**src/rtl/pipelined_control_unit.sv**
```systemverilog
// Registered instruction decoder with a valid/ready front end, memory-latency
// stretching for loads/stores, a sticky halt and a saturating retire counter.
module pipelined_control_unit #(
  parameter int         MEM_LAT = 1,
  parameter int         CNT_W   = 16,
  parameter logic [8:0] HALT_OP = 9'b010000000
) (
  input  logic             clk,
  input  logic             rst_n,
  input  logic             instr_valid,
  input  logic [8:0]       instruction,
  output logic             instr_ready,
  output logic             ctrl_valid,
  output logic             branch_en,
  output logic             write_en,
  output logic             mem_read,
  output logic             mem_write,
  output logic             use_immediate,
  output logic             write_reg_en,
  output logic             special_en,
  output logic             done,
  output logic [CNT_W-1:0] retired_count
);
  localparam int LAT_W = $clog2(MEM_LAT + 1);

  typedef enum logic [1:0] {RUN, MEM, HALT} state_t;

  state_t           state, state_nx;
  logic [LAT_W-1:0] lat_cnt, lat_cnt_nx;
  logic             is_store, is_store_nx;
  logic             accept_mode, xfer, is_move;
  logic             ctrl_valid_nx, branch_en_nx, write_en_nx, mem_read_nx, mem_write_nx;
  logic             use_immediate_nx, write_reg_en_nx, special_en_nx, done_nx;

  // The last cycle of a memory stretch behaves exactly like RUN, which gives
  // back-to-back acceptance without a dedicated turnaround state.
  assign accept_mode = (state == RUN) || (state == MEM && lat_cnt == LAT_W'(MEM_LAT));
  assign instr_ready = rst_n & accept_mode;
  assign xfer        = instr_valid & instr_ready;
  assign is_move     = (instruction[8:5] == 4'b0000) && (instruction[3:2] > instruction[1:0]);

  always_comb begin
    state_nx         = state;
    lat_cnt_nx       = lat_cnt;
    is_store_nx      = is_store;
    ctrl_valid_nx    = 1'b0;
    branch_en_nx     = 1'b0;
    write_en_nx      = 1'b0;
    mem_read_nx      = 1'b0;
    mem_write_nx     = 1'b0;
    use_immediate_nx = 1'b0;
    write_reg_en_nx  = 1'b0;
    special_en_nx    = 1'b0;
    done_nx          = 1'b0;
    if (accept_mode) begin
      state_nx = RUN;
      if (xfer) begin
        ctrl_valid_nx = 1'b1;
        if (instruction == HALT_OP) begin
          done_nx  = 1'b1;
          state_nx = HALT;
        end else begin
          case (instruction[8:7])
            2'b00: begin
              write_en_nx     = 1'b1;
              write_reg_en_nx = is_move;
              special_en_nx   = is_move;
            end
            2'b01: branch_en_nx = 1'b1;
            2'b10: begin
              write_en_nx      = 1'b1;
              use_immediate_nx = 1'b1;
            end
            default: begin
              mem_write_nx = instruction[6];
              mem_read_nx  = !instruction[6];
              if (MEM_LAT == 1) begin
                write_en_nx     = !instruction[6];
                write_reg_en_nx = !instruction[6];
              end else begin
                ctrl_valid_nx = 1'b0;
                state_nx      = MEM;
                lat_cnt_nx    = LAT_W'(1);
                is_store_nx   = instruction[6];
              end
            end
          endcase
        end
      end
    end else if (state == MEM) begin
      lat_cnt_nx   = lat_cnt + LAT_W'(1);
      mem_read_nx  = !is_store;
      mem_write_nx = is_store;
      if (lat_cnt_nx == LAT_W'(MEM_LAT)) begin
        ctrl_valid_nx   = 1'b1;
        write_en_nx     = !is_store;
        write_reg_en_nx = !is_store;
      end
    end else begin
      done_nx = 1'b1;
    end
  end

  always_ff @(posedge clk) begin
    if (!rst_n) begin
      state         <= RUN;
      lat_cnt       <= '0;
      is_store      <= 1'b0;
      ctrl_valid    <= 1'b0;
      branch_en     <= 1'b0;
      write_en      <= 1'b0;
      mem_read      <= 1'b0;
      mem_write     <= 1'b0;
      use_immediate <= 1'b0;
      write_reg_en  <= 1'b0;
      special_en    <= 1'b0;
      done          <= 1'b0;
      retired_count <= '0;
    end else begin
      state         <= state_nx;
      lat_cnt       <= lat_cnt_nx;
      is_store      <= is_store_nx;
      ctrl_valid    <= ctrl_valid_nx;
      branch_en     <= branch_en_nx;
      write_en      <= write_en_nx;
      mem_read      <= mem_read_nx;
      mem_write     <= mem_write_nx;
      use_immediate <= use_immediate_nx;
      write_reg_en  <= write_reg_en_nx;
      special_en    <= special_en_nx;
      done          <= done_nx;
      if (ctrl_valid && retired_count != {CNT_W{1'b1}})
        retired_count <= retired_count + CNT_W'(1);
    end
  end
endmodule

```
**config.mk**
```make
export PLATFORM = sky130hd
export DESIGN_NAME = pipelined_control_unit
export DESIGN_NICKNAME = d
export VERILOG_FILES = /design/src/rtl/pipelined_control_unit.sv
export SDC_FILE = /design/constraint.sdc
export NUM_CORES = 1
export LEC_CHECK = 0
export CAP_MARGIN = 20
export CORE_ASPECT_RATIO = 0.7
export CORE_MARGIN = 2
export CORE_UTILIZATION = 41
export DETAILED_ROUTE_END_ITERATION = 12
export MAX_ROUTING_LAYER = met4
export PLACE_DENSITY = 0.77
export SYNTH_ARGS = -nofsm -noshare
export SYNTH_HDL_FRONTEND = slang
export SYNTH_SLANG_ARGS = --single-unit
```
**constraint.sdc**
```tcl
create_clock -name clk -period 1.7 [get_ports clk]
set_clock_uncertainty 0.05 [all_clocks]
set_input_delay 0.17 -clock clk [delete_from_list [all_inputs] [get_ports clk]]
set_output_delay 0.17 -clock clk [all_outputs]
set_load 0.1 [all_outputs]
```
Word-level counts from Yosys, hierarchy flattened

Index checks and enable logic that the tools add are counted.

Register bits after elaboration: 28
Input port bits: 12

Add/subtract/negate cells: 2
Order comparisons: 1
Eq/ne operators: 5
Muxes and demuxes: 25
Bitwise operators: 6
Reductions and logical operators: 15

Operators with widths:

| operator                                                        | number |
|---|---|
| 1-bit two-way mux                                               | 21 |
| 16-bit by 1-bit adder with 16-bit output, second input constant | 1 |
| 16-bit != test, second input constant                           | 1 |
| 9-bit by 8-bit == test with 1-bit output, second input constant | 1 |
| 7-bit OR reduction                                              | 1 |
| 5-bit OR reduction                                              | 1 |
| 2-bit by 1-bit == test with 1-bit output, second input constant | 2 |
| 2-bit logical NOT                                               | 2 |
| 4-bit logical NOT                                               | 1 |
| 2-bit two-way mux                                               | 2 |
| 1-bit NOT                                                       | 4 |
| 1-bit case mux with 2 select lines                              | 2 |
| 2-bit OR reduction                                              | 2 |
| 4-bit OR reduction                                              | 1 |
| 1-bit logical AND                                               | 3 |
| 3-bit OR reduction                                              | 1 |
| 1-bit bitwise AND                                               | 2 |
| 2-bit == test, second input constant                            | 1 |
| 2-bit greater-than comparator                                   | 1 |
| 2-bit AND reduction                                             | 1 |
| 1-bit adder, second input constant                              | 1 |
| 1-bit logical NOT                                               | 1 |
| 1-bit logical OR                                                | 1 |

Logic depth before layout (Yosys ltp)

Word-level depth: 7
Depth in mapped cells: 6

Worst setup path after synthesis

OpenSTA, ideal clock, no wires.

Path type: reg-to-reg
Start: register retired_count[0]
End: register retired_count[1]
Data arrival time: 2282 ps
Required time: 1522 ps
Setup slack: -760 ps
Stages on the path, launching flop included: 6
Buffers on the path: 0
Cells stage by stage: dfxtp_1 > ha_1 > nand3_1 > o41ai_4 > mux2i_1 > nor2_1

Cells in the longest elaborated chain, start to end: 2
Elaborated cells between the ends (all ways): 3

RTL lines:

| what                                                                                             | RTL line | text |
|---|---|---|
| start: declaration                                                                               | 22       | `output logic [CNT_W-1:0] retired_count` |
| start signal: assignment                                                                         | 133      | `retired_count <= retired_count + CNT_W'(1);` |
| parallel branches: the longest is 2 deep, another holds 16-bit by 1-bit adder with 16-bit output | --       |  |

Several ways; the timed one is not identified.
A chain may end at the register's enable or synchronous reset.

Worst setup path after layout

Start: input port instruction[8]
End: register write_reg_en

Cells in the longest elaborated chain, start to end: 6
Elaborated cells between the ends (all ways): 11

RTL lines:

| what                                                                     | RTL line | text |
|---|---|---|
| start: declaration                                                       | 11       | `input logic [8:0] instruction,` |
| 2-bit == test (tied with other cells)                                    | 63       | `case (instruction[8:7])` |
| 2-bit OR reduction (no source line) or 1-bit logical AND (tied branches) | --       |  |
| 1-bit case mux with 2 select lines                                       | 63       |  |
| 1-bit two-way mux *                                                      | 59       | `if (instruction == HALT_OP) begin` |
| 1-bit two-way mux *                                                      | 57       | `if (xfer) begin` |
| 1-bit two-way mux *                                                      | 55       | `if (accept_mode) begin` |
| end signal: assignment                                                   | 129      | `write_reg_en <= write_reg_en_nx;` |
| end: declaration                                                         | 19       | `output logic write_reg_en,` |

Every way passes the cells marked *; elsewhere a longest branch is shown, timed or not.

==> results_dict.tcl <==
set metrics [dict create \
    status "finished clean" \
    cp_top_family "simple AND/OR/NAND/NOR gates" \
    rows 16 \
    die-height_um 49.9 \
    root_buffer "clkbuf_8" \
    overflow 0 \
    layout-drive-gt1-share 0.381 \
    wl_per_cell_um 14.9 \
    ant_nets 0 \
    drt-initial-drc-count 106 \
    seq_area_frac_synth 0.422 \
    hold_viol_final 0 \
    worstSetupEndpointType "flop" \
    rsz0062_at_grt "false" \
    tightestPinTransition_ns 0.482 \
    finalSetupViolCount 0 \
    crit_slowest_cell "or4b_4" \
    cp.buffers_inverters 1 \
    slew_headroom 0.678 \
    power.static_leakage_nw 0.761 \
    insertion_delay_ns 0.27 \
    grt_pass1_vias 1110 \
    fin_area_um2 2020 \
    maxCapViolations 0 \
    netlist_area_um2 1230 \
    fin_nets 192 \
    synth_cells 128 \
    total_power_w 0.00115 \
    cp_slowest_stage_delay_ns 0.57 \
    grt_max_degree 15 \
    path_max_fanout 2 \
    synth.distinct_cells 41 \
    antenna_found_initial 0 \
    cts-htree-levels 1 \
    min_period_ns 1.62 \
    area_growth_pct 63.4 \
    max_clock_freq_mhz 619 \
    drv_slew 0 \
    cts_hold_buffers 0 \
    port_buffers 37 \
    start_util 0.437 \
    powerDensity_nw_per_um2 571 \
    via_per_inst 5.75 \
    dp_hpwl_mm 2.57 \
    path_cells "clkdlybuf4s50_1 > or4b_4 > o31ai_4 > nor4_1 > or2_1" \
    irDropWorstVdd_mv 0.449 \
    syn_nets 143 \
    first_pass_iters 4 \
    yosysWarnings 0 \
    grt_first_pass_wirelength_mm 5.07 \
    cts_tree "done" \
    gp_congestion 0.829 \
    clkTransAtPathRegs_ns 0.09 \
    ys_ff_latch 26 \
    worst_slack_ns 0.0849 \
    die_x_um 69.6 \
    finalCritPeriodShare 0.950 \
    tns_ns 0 \
    coreArea_um2 2820 \
    hp-class "reg -> reg" \
    synth.avg_cell_area_um2 9.64 \
    cp-start-kind "input pin" \
    antenna_cells 0 \
    drcViolationCount 0 \
    routed_wl_mm 3.15 \
    required_ns 1.81 \
    pre_cts_slack_ns -0.193 \
    die_area_um2 3470 \
    dpl_cell_area_um2 1950 \
    cp_data_arrival_time_ns 1.73 \
    grt_use_total 0.189 \
    cts_buffers 3 \
    cts.sinks 26 \
    path_class "in -> reg" \
    io_pins 38 \
    num_vias 1220 \
    clockBufferDepth 2 \
]
-- worst register-to-register path: cells and delay by family, from the launching register on --
family                   cells  cell delay (ns)
AO/OA/AOI/OAI                1             0.30
adder cells (fa/ha/maj)      1             0.16
buffers and inverters        1             0.19
flip-flops                   1             0.41
multiplexers                 1             0.19
AND/OR/NAND/NOR              2             0.21
-- state kept, by name (all words and copies together) (netlist names) --
signal / flops
mem_read: 1
mem_write: 1
write_reg_en: 1
special_en: 1
done: 1
ctrl_valid: 1
branch_en: 1
retired_count: 16
state: 1
write_en: 1
use_immediate: 1
-- cells in the mapped netlist, drive strengths merged --
| cell | n | area, um2 |
|---|---|---|
| or3 | 7 | 43.8 |
| a21oi | 10 | 50.1 |
| a211o | 1 | 8.76 |
| mux2i | 3 | 30.0 |
| o41ai | 2 | 36.3 |
| and4 | 3 | 26.3 |
| o21a | 3 | 22.5 |
| o31ai | 3 | 36.3 |
| nor4 | 6 | 52.6 |
| nand2 | 3 | 11.3 |
| clkbuf | 1 | 3.75 |
| o21ai | 7 | 35.0 |
| nor3 | 2 | 10.0 |
| and3 | 2 | 12.5 |
| nor3b | 2 | 15.0 |
| or2b | 1 | 7.51 |
| xnor2 | 1 | 8.76 |
| nor2 | 8 | 30.0 |
| or4b | 1 | 13.8 |
| o311ai | 2 | 25.0 |
| o31a | 1 | 8.76 |
| nand2b | 1 | 6.26 |
| and3b | 1 | 8.76 |
| nand4 | 6 | 50.0 |
| nand3 | 7 | 40.0 |
| and4b | 1 | 10.0 |
| xor2 | 1 | 8.76 |
| or4 | 2 | 15.0 |
| dfxtp | 26 | 521 |
| and2 | 1 | 6.26 |
| or2 | 2 | 12.5 |
| inv | 8 | 30.0 |
| ha | 3 | 37.5 |
-- cells in the final DEF (no fill, tap or decap), types with 2 or more instances in the layout --
cell	instances
o31ai_1	2
nand4_4	2
dfxtp_1	9
nor3_1	2
nand3_2	2
dfxtp_4	16
clkbuf_8	3
buf_4	16
o21ai_1	2
o21a_1	3
nor2_1	7
nor4_1	4
clkdlybuf4s50_1	11
nor3b_1	2
buf_12	18
a21oi_1	10
nand2_1	3
and4_1	3
o21ai_0	5
and3_1	2
or3_1	7
or4_1	2
ha_1	2
nand4_1	4
inv_1	8
nand3_1	5
mux2i_1	3
-- per-stage QoR --
step / utilization / hold slack (ns) / std cells
final: 0.714 / 0.466 / 212
after global routing: 0.714 / 0.490 / 212
after CTS: 0.707 / 0.468 / 211
after detailed placement: 0.691 / 0.454 / 207
after global placement: 0.691 / 0.449 / 207
after floorplan: - / 0.196 / 128
-- cell type report --
class / count / area [um2]
clock buffer: 3 / 41.3
clock inverter: 1 / 3.75
fill: 190 / 807
inverter: 8 / 30.0
multi-input combinational: 93 / 723
sequential: 26 / 582
tap: 36 / 45.0
timing repair buffer: 45 / 591
-- timing repair --
| item | 4_1_cts | 5_1_grt |
|---|---|---|
| setup endpoints to repair | 0 | 7 |
| setup buffers | 0 | 1 |
| resized for setup | 0 | 2 |
-- layer usage --
| metal | share of wire | global-route usage | vias to the layer above |
|---|---|---|---|
| met5 | 0 | - | - |
| li1 | - | - | 592 |
| met4 | 0.0070 | 0.0523 | 0 |
| met2 | 0.53 | 0.338 | 27 |
| met1 | 0.44 | 0.221 | 599 |
| met3 | 0.028 | 0.0307 | 2 |
-- power by group --
part / total [W] / switching, W / internal, W / leakage [nW]
Sequential: 0.000606 / 0.0000121 / 0.000594 / 0.223
Clock: 0.000350 / 0.000188 / 0.000162 / 0.0231
Combinational: 0.000195 / 0.000115 / 0.0000797 / 0.514
-- final timing paths --
path | start | to | slack (ns) | cells past startpoint
hold / removal | retired_count[15] | retired_count[15] | 0.47 | 2
hold reg to reg | retired_count[15] | retired_count[15] | 0.47 | 2
setup reg to reg | retired_count[0] | retired_count[1] | 0.08 | 6
setup / recovery | instruction[8] | write_reg_en | 0.08 | 5
-- cells by family after synthesis --
kind of cell	Yosys count	share of synthesized area
flops	26	0.422
buf+inv	9	0.0274
xor+xnor	2	0.0142
mux	3	0.0243
compound gates	29	0.181
fa+ha+maj	3	0.0304
simple gates	56	0.301
No activity file was read; power rests on OpenSTA's default activity.
